`config.mk`:
```
export PLATFORM = sky130hd
export DESIGN_NAME = rx_serial_nib
export DESIGN_NICKNAME = d
export VERILOG_FILES = /design/src/rtl/rx_serial_pkg.sv /design/src/rtl/rx_serial_nib_sync.sv /design/src/rtl/rx_serial_nib.sv
export SDC_FILE = /design/constraint.sdc
export NUM_CORES = 1
export LEC_CHECK = 0
export ABC_CLOCK_PERIOD_IN_PS = 2000
export BUFFER_PORTS_ARGS = -buffer_cell sky130_fd_sc_hd__buf_2
export CAP_MARGIN = 15
export CORE_MARGIN = 1.5
export CORE_UTILIZATION = 55
export CTS_CLUSTER_SIZE = 14
export DETAILED_ROUTE_END_ITERATION = 16
export GPL_TIMING_DRIVEN = 0
export PLACE_DENSITY = 0.82
export SYNTH_ARGS = -nofsm -noshare
export SYNTH_HDL_FRONTEND = slang
export SYNTH_SLANG_ARGS = --single-unit
```
`constraint.sdc`:
```
create_clock -name clk -period 2 [get_ports clk]
set_clock_uncertainty 0.1 [all_clocks]
set_input_delay 0.4 -clock clk [delete_from_list [all_inputs] [get_ports clk]]
set_output_delay 0.4 -clock clk [all_outputs]
set_load 0.1 [all_outputs]
```
`src/rtl/rx_serial_pkg.sv`:
```
// Shared types and constants for the framed serial receiver.
// State encoding, default geometry and the idle line level.
package rx_serial_pkg;

  typedef enum logic [2:0] {
    IDLE  = 3'd0,
    START = 3'd1,
    DATA  = 3'd2,
    STOP  = 3'd3,
    BREAK = 3'd4
  } rx_state_e;

  localparam int WIDTH_DEF = 4;
  localparam int DIV_DEF   = 8;

  localparam int CNT_W  = $clog2(DIV_DEF);
  localparam int BCNT_W = $clog2(WIDTH_DEF);

  localparam logic RX_IDLE_LVL = 1'b1;

  function automatic int clog2_min1(input int v);
    return (v > 2) ? $clog2(v) : 1;
  endfunction

endpackage

```
`src/rtl/rx_serial_nib_sync.sv`:
```
// Two-flop synchroniser for an asynchronous single-bit input.
// Both flops reset to RST_VAL so the output starts at the idle level.
module sync2 #(
  parameter logic RST_VAL = 1'b1
) (
  input  logic clk,
  input  logic rst_n,
  input  logic d,
  output logic q
);

  logic s1_q;
  logic s2_q;

  always_ff @(posedge clk or negedge rst_n) begin
    if (!rst_n) begin
      s1_q <= RST_VAL;
      s2_q <= RST_VAL;
    end else begin
      s1_q <= d;
      s2_q <= s1_q;
    end
  end

  assign q = s2_q;

endmodule

```
`src/rtl/rx_serial_nib.sv`:
```
// Framed serial receiver: start bit, WIDTH data bits LSB first, stop bit.
// Presents the word with a one-cycle valid, or a one-cycle framing error.
module rx_serial_nib
  import rx_serial_pkg::*;
#(
  parameter int WIDTH = WIDTH_DEF,
  parameter int DIV   = DIV_DEF
) (
  input  logic             clk,
  input  logic             reset,
  input  logic             rx,
  output logic [WIDTH-1:0] dout,
  output logic             valid,
  output logic             ferr,
  output logic             busy
);

  localparam int CW = clog2_min1(DIV);
  localparam int BW = clog2_min1(WIDTH);

  localparam logic [CW-1:0] CNT_HALF  = CW'(DIV / 2 - 1);
  localparam logic [CW-1:0] CNT_LAST  = CW'(DIV - 1);
  localparam logic [BW-1:0] BCNT_LAST = BW'(WIDTH - 1);

  logic rx_s;

  rx_state_e        state_q, state_d;
  logic [CW-1:0]    cnt_q, cnt_d;
  logic [BW-1:0]    bcnt_q, bcnt_d;
  logic [WIDTH-1:0] shreg_q, shreg_d;
  logic [WIDTH-1:0] dout_q, dout_d;
  logic             valid_q, valid_d;
  logic             ferr_q, ferr_d;

  sync2 #(
    .RST_VAL (RX_IDLE_LVL)
  ) u_sync (
    .clk   (clk),
    .rst_n (reset),
    .d     (rx),
    .q     (rx_s)
  );

  always_ff @(posedge clk or negedge reset) begin
    if (!reset) begin
      state_q <= IDLE;
      cnt_q   <= '0;
      bcnt_q  <= '0;
      shreg_q <= '0;
      dout_q  <= '0;
      valid_q <= 1'b0;
      ferr_q  <= 1'b0;
    end else begin
      state_q <= state_d;
      cnt_q   <= cnt_d;
      bcnt_q  <= bcnt_d;
      shreg_q <= shreg_d;
      dout_q  <= dout_d;
      valid_q <= valid_d;
      ferr_q  <= ferr_d;
    end
  end

  always_comb begin
    state_d = state_q;
    cnt_d   = cnt_q;
    bcnt_d  = bcnt_q;
    shreg_d = shreg_q;
    dout_d  = dout_q;
    valid_d = 1'b0;
    ferr_d  = 1'b0;
    unique case (state_q)
      IDLE: begin
        cnt_d = '0;
        if (rx_s != RX_IDLE_LVL) begin
          state_d = START;
        end
      end
      START: begin
        if (cnt_q == CNT_HALF) begin
          cnt_d = '0;
          if (rx_s == RX_IDLE_LVL) begin
            state_d = IDLE;
          end else begin
            bcnt_d  = '0;
            state_d = DATA;
          end
        end else begin
          cnt_d = cnt_q + CW'(1);
        end
      end
      DATA: begin
        if (cnt_q == CNT_LAST) begin
          cnt_d   = '0;
          shreg_d = {rx_s, shreg_q[WIDTH-1:1]};
          if (bcnt_q == BCNT_LAST) begin
            state_d = STOP;
          end else begin
            bcnt_d = bcnt_q + BW'(1);
          end
        end else begin
          cnt_d = cnt_q + CW'(1);
        end
      end
      STOP: begin
        if (cnt_q == CNT_LAST) begin
          cnt_d = '0;
          if (rx_s == RX_IDLE_LVL) begin
            dout_d  = shreg_q;
            valid_d = 1'b1;
            state_d = IDLE;
          end else begin
            ferr_d  = 1'b1;
            state_d = BREAK;
          end
        end else begin
          cnt_d = cnt_q + CW'(1);
        end
      end
      BREAK: begin
        // Stay here while the line is held low so only one error is flagged.
        cnt_d = '0;
        if (rx_s == RX_IDLE_LVL) begin
          state_d = IDLE;
        end
      end
      default: begin
        cnt_d   = '0;
        state_d = IDLE;
      end
    endcase
  end

  assign dout  = dout_q;
  assign valid = valid_q;
  assign ferr  = ferr_q;
  assign busy  = (state_q != IDLE);

endmodule

```
# Yosys cells after proc, flatten, opt, wreduce, memory -nomap -nowiden
# Index checks and enable logic that the tools add are counted.
# word_totals
wordCells	57
register_bits	20
in_bits	3
output_inout_bits	7
# op_classes
reduce_logical	8
eq_ne	15
add_sub_neg	2
muxes	23
# ops
operator	n
two-way mux 3 bit	9
case mux 3 bit (5 select lines)	1
inequality test 2 bit, second input constant	7
two-way mux 2 bit	5
equality test 3 x 2 -> 1 bit, second input constant	3
equality test 3 bit, second input constant	2
two-way mux 1 bit	6
case mux 3 bit (2 select lines)	1
AND reduction 6 bit	1
AND reduction 5 bit	1
case mux 2 bit (2 select lines)	1
adder 3 x 1 -> 3 bit, second input constant	1
equality test 3 x 1 -> 1 bit, second input constant	1
zero test 3 bit	1
AND reduction 3 bit	1
nonzero test 3 bit	1
adder 2 x 1 -> 2 bit, second input constant	1
equality test 2 bit, second input constant	1
inequality test 2 x 1 -> 1 bit, second input constant	1
AND reduction 2 bit	1
nonzero test 2 bit	1
OR reduction 2 bit	1

# Logic depth before layout (Yosys ltp)
# depth
ltp_word	4
mapped_depth	6
depth_no_buf	6

# Hierarchy
# From an unflattened synthesis, not the netlist that was laid out.
# hier_totals
cells_unflattened	67
hier_area_um2	905.9
# modules_own_cells
module	n_inst	area_each_um2	cells_per_inst	seq_area_each_um2
rx_serial_nib	1	853.3	65	450.4
sync2	1	52.6	2	52.6

# Worst setup path after synthesis
# No wires, ideal clock.
# synth_path
path_kind	reg-to-output
startpoint	register state_q[2]
endpoint	output port busy
arrival_ns	1.335
stages_incl_launch_ff	3
n_path_buf	1
slack_ns	0.165
t_required_ns	1.500
cell_sequence	dfrtp_1 > clkbuf_1 > or3_1
# synth_via
elab_chain_len	1
# synth_rtl
element	line	text
from (decl)	rx_serial_nib.sv:27	rx_state_e state_q, state_d;
from (signal assigned)	rx_serial_nib.sv:54	state_q <= state_d;
nonzero test 3 bit	rx_serial_nib.sv:137	assign busy = (state_q != IDLE);
to (decl)	rx_serial_nib.sv:15	output logic busy
# Every way passes these cells.

# Worst setup path in the final report
# Ends and elaborated chain as after synthesis.

==> results.json <==
{
  "vias": 559,
  "die_h_um": 44.3,
  "tightest_slew_ns": 0.484,
  "area_delta_synth_final_pct": 15.0,
  "ant_nets": 0,
  "globalRouteOverflowTotal": 0,
  "syn_inst": 70,
  "worstSetupPathType": "reg2out",
  "antennaDiodeCount": 0,
  "worstPathRequired_ns": 1.50,
  "crit_arrival_ns": 1.45,
  "root_buffer": "clkbuf_4",
  "whs_ns": 0.104,
  "crit_family": "flip-flops",
  "slew_violations": 0,
  "netlist_area_sq_um": 936,
  "syn_avg_cell_area_sq_um": 13.4,
  "hp-class": "in2reg",
  "antenna_found_initial": 0,
  "finalSetupTns_ns": 0,
  "holdPathEnd": "u_sync.s1_q$_DFF_PN1_",
  "htree_levels": 1,
  "end_kind": "output pin",
  "core_sq_um": 1540,
  "rr_endpoint": "bcnt_q[1]$_DFFE_PN0P_",
  "layout_min_cycle_time_ns": 1.95,
  "syn_nets": 78,
  "path_clk_slew_ns": 0.11,
  "design_area_sq_um": 1080,
  "slowest_delay_ns": 0.43,
  "nets": 94,
  "r2r_start": "cnt_q[0]$_DFF_PN0_",
  "grt_pass1_wl_um": 2430,
  "die_area_sq_um": 1960,
  "io_buffers": 9,
  "relSlewSlack_pct": 68.0,
  "rows": 14,
  "powerDensity_nw_per_um2": 1090,
  "start_util_pct": 60.7,
  "globalplace.congestion": 0.783,
  "num-fill-cells": 112,
  "final.period_utilization_pct": 97.6,
  "ios": 10,
  "grt_max_degree": 21,
  "track_usage_pct": 18.0,
  "cp_max_fo": 10,
  "ys_ff_latch": 20,
  "drt-pass1-iter-count": 4,
  "ff2ff_setup_slack_ns": 0.09,
  "yosysWarnings": 0,
  "rr_worst_depth": 5,
  "layout_commonest_cell": "dfrtp_1",
  "cp_slowest_cell": "dfrtp_1",
  "rsz0062_at_grt": "no",
  "cp_cell_sequence": "buf_2 > or3_4 > buf_12",
  "cp-start-kind": "register",
  "cts_tree": "built",
  "insertion_delay_ns": 0.29,
  "critPathBufInv": 2,
  "routed_wl_um": 1430,
  "final_cell_mix": "18 x dfrtp_1, 9 x buf_2, 7 x mux2_2",
  "place_area_sq_um": 1000,
  "leakage_nw": 0.545,
  "finalHoldViolations": 0,
  "drv_cap": 0,
  "synth_cell_types": 23,
  "setup_slack_ns": 0.0486,
  "dp_hpwl_um": 984,
  "status": "finished clean",
  "ys_seq_area_share_pct": 53.7,
  "whs_path_depth": 1,
  "clock_tree.buffer_depth": 2,
  "drive_gt1_share_pct": 41.2,
  "max_freq_mhz": 512,
  "drtIter0Drc": 6,
  "ir_worst_vdd_mv": 0.634,
  "drc_errors": 0,
  "avgRoutedWirePerCell_um": 14.1,
  "clock-sinks": 20,
  "setup_violations": 0,
  "grt_pass1_vias": 562,
  "fp.dieW_um": 44.3,
  "min_from": "rx",
  "post_drt_via_cell_ratio": 5.53,
  "cts_buffers": 3,
  "dp_slack_ns": 0.0228
}
-- sequential cells by signal (all words and copies together) (netlist names) --
register     flops
dout             4
shreg_q          4
cnt_q            3
state_q          3
bcnt_q           2
ferr             1
u_sync.q         1
u_sync.s1_q      1
valid            1
-- cells in the mapped netlist --
master	number	area share (%)
dfrtp_1	18	48
mux2_2	7	8.4
inv_1	6	2.4
ha_1	5	6.7
nand2_1	5	2.0
mux2_4	4	6.4
nor2_1	4	1.6
a21oi_1	3	1.6
buf_4	2	1.6
dfstp_2	2	5.6
nor3b_1	2	1.6
and4bb_2	1	1.3
buf_6	1	1.2
clkbuf_1	1	0.40
mux4_2	1	2.4
nand4b_4	1	2.5
nand4bb_1	1	1.2
nor3_1	1	0.53
nor4b_1	1	0.94
nor4bb_1	1	1.1
o2bb2ai_1	1	0.94
or2_1	1	0.67
or3_1	1	0.67
-- logic make-up (layout without fill, tap and decap cells) --
family,count (synthesis),after routing,synth area share (%)
AOI/OAI and AO/OA,4,4,2.54
adders and majority gates,5,5,6.68
buffers and inverters,10,25,5.61
DFF,20,20,53.7
muxes,12,12,17.2
and+or+nand+nor,19,19,14.2
-- power by group --
| part | leakage, nW | switching [mW] | internal [mW] |
|---|---|---|---|
| registers | 0.261 | 0.0402 | 0.474 |
| logic | 0.269 | 0.256 | 0.217 |
| clock network | 0.0150 | 0.113 | 0.0775 |
| total | 0.545 | 0.409 | 0.769 |
-- stage by stage --
step	utilization (%)	std cells	total power [mW]
after floorplan	-	70	0.863
after global placement	64.9	95	0.924
after detailed placement	64.9	95	0.942
after CTS	67.7	100	1.14
after global routing	69.8	101	1.26
final	69.8	101	1.18
-- per-layer routing --
metal	vias up	track usage (%)	wire [um]
li1	270	-	-
met4	0	10.3	23
met5	-	0	0
met1	277	20.9	687
met3	2	6.53	42
met2	10	28.5	676
-- worst max-delay path by stage --
stage                                start               endpoint  depth (start not counted)
detailed placement      cnt_q[0]$_DFF_PN0_  bcnt_q[1]$_DFFE_PN0P_                          5
global placement        cnt_q[0]$_DFF_PN0_  bcnt_q[1]$_DFFE_PN0P_                          5
global route        state_q[2]$_DFFE_PN0P_                   busy                          3
CTS                 state_q[0]$_DFFE_PN0P_                   busy                          3
finish              state_q[2]$_DFFE_PN0P_                   busy                          3
floorplan           state_q[2]$_DFFE_PN0P_                   busy                          2
-- layout make-up --
type,instances,area (sq um),share of cell area (%)
Buffer,4,35.0,3.26
Clock buffer,4,26.3,2.44
Inverter,6,22.5,2.09
Multi-Input combinational cell,40,392,36.4
Sequential cell,20,503,46.7
Tap cell,16,20.0,1.86
Timing Repair Buffer,11,77.6,7.21
-- what timing repair did --
item                       CTS  global route
setup buffers                0             1
hold buffers                 1             0
resized for setup            3             7
pin swaps                    0             0
setup endpoints to repair    3             3
hold endpoints to repair    18             0
Note: power is estimated with default switching activity, not from simulation.
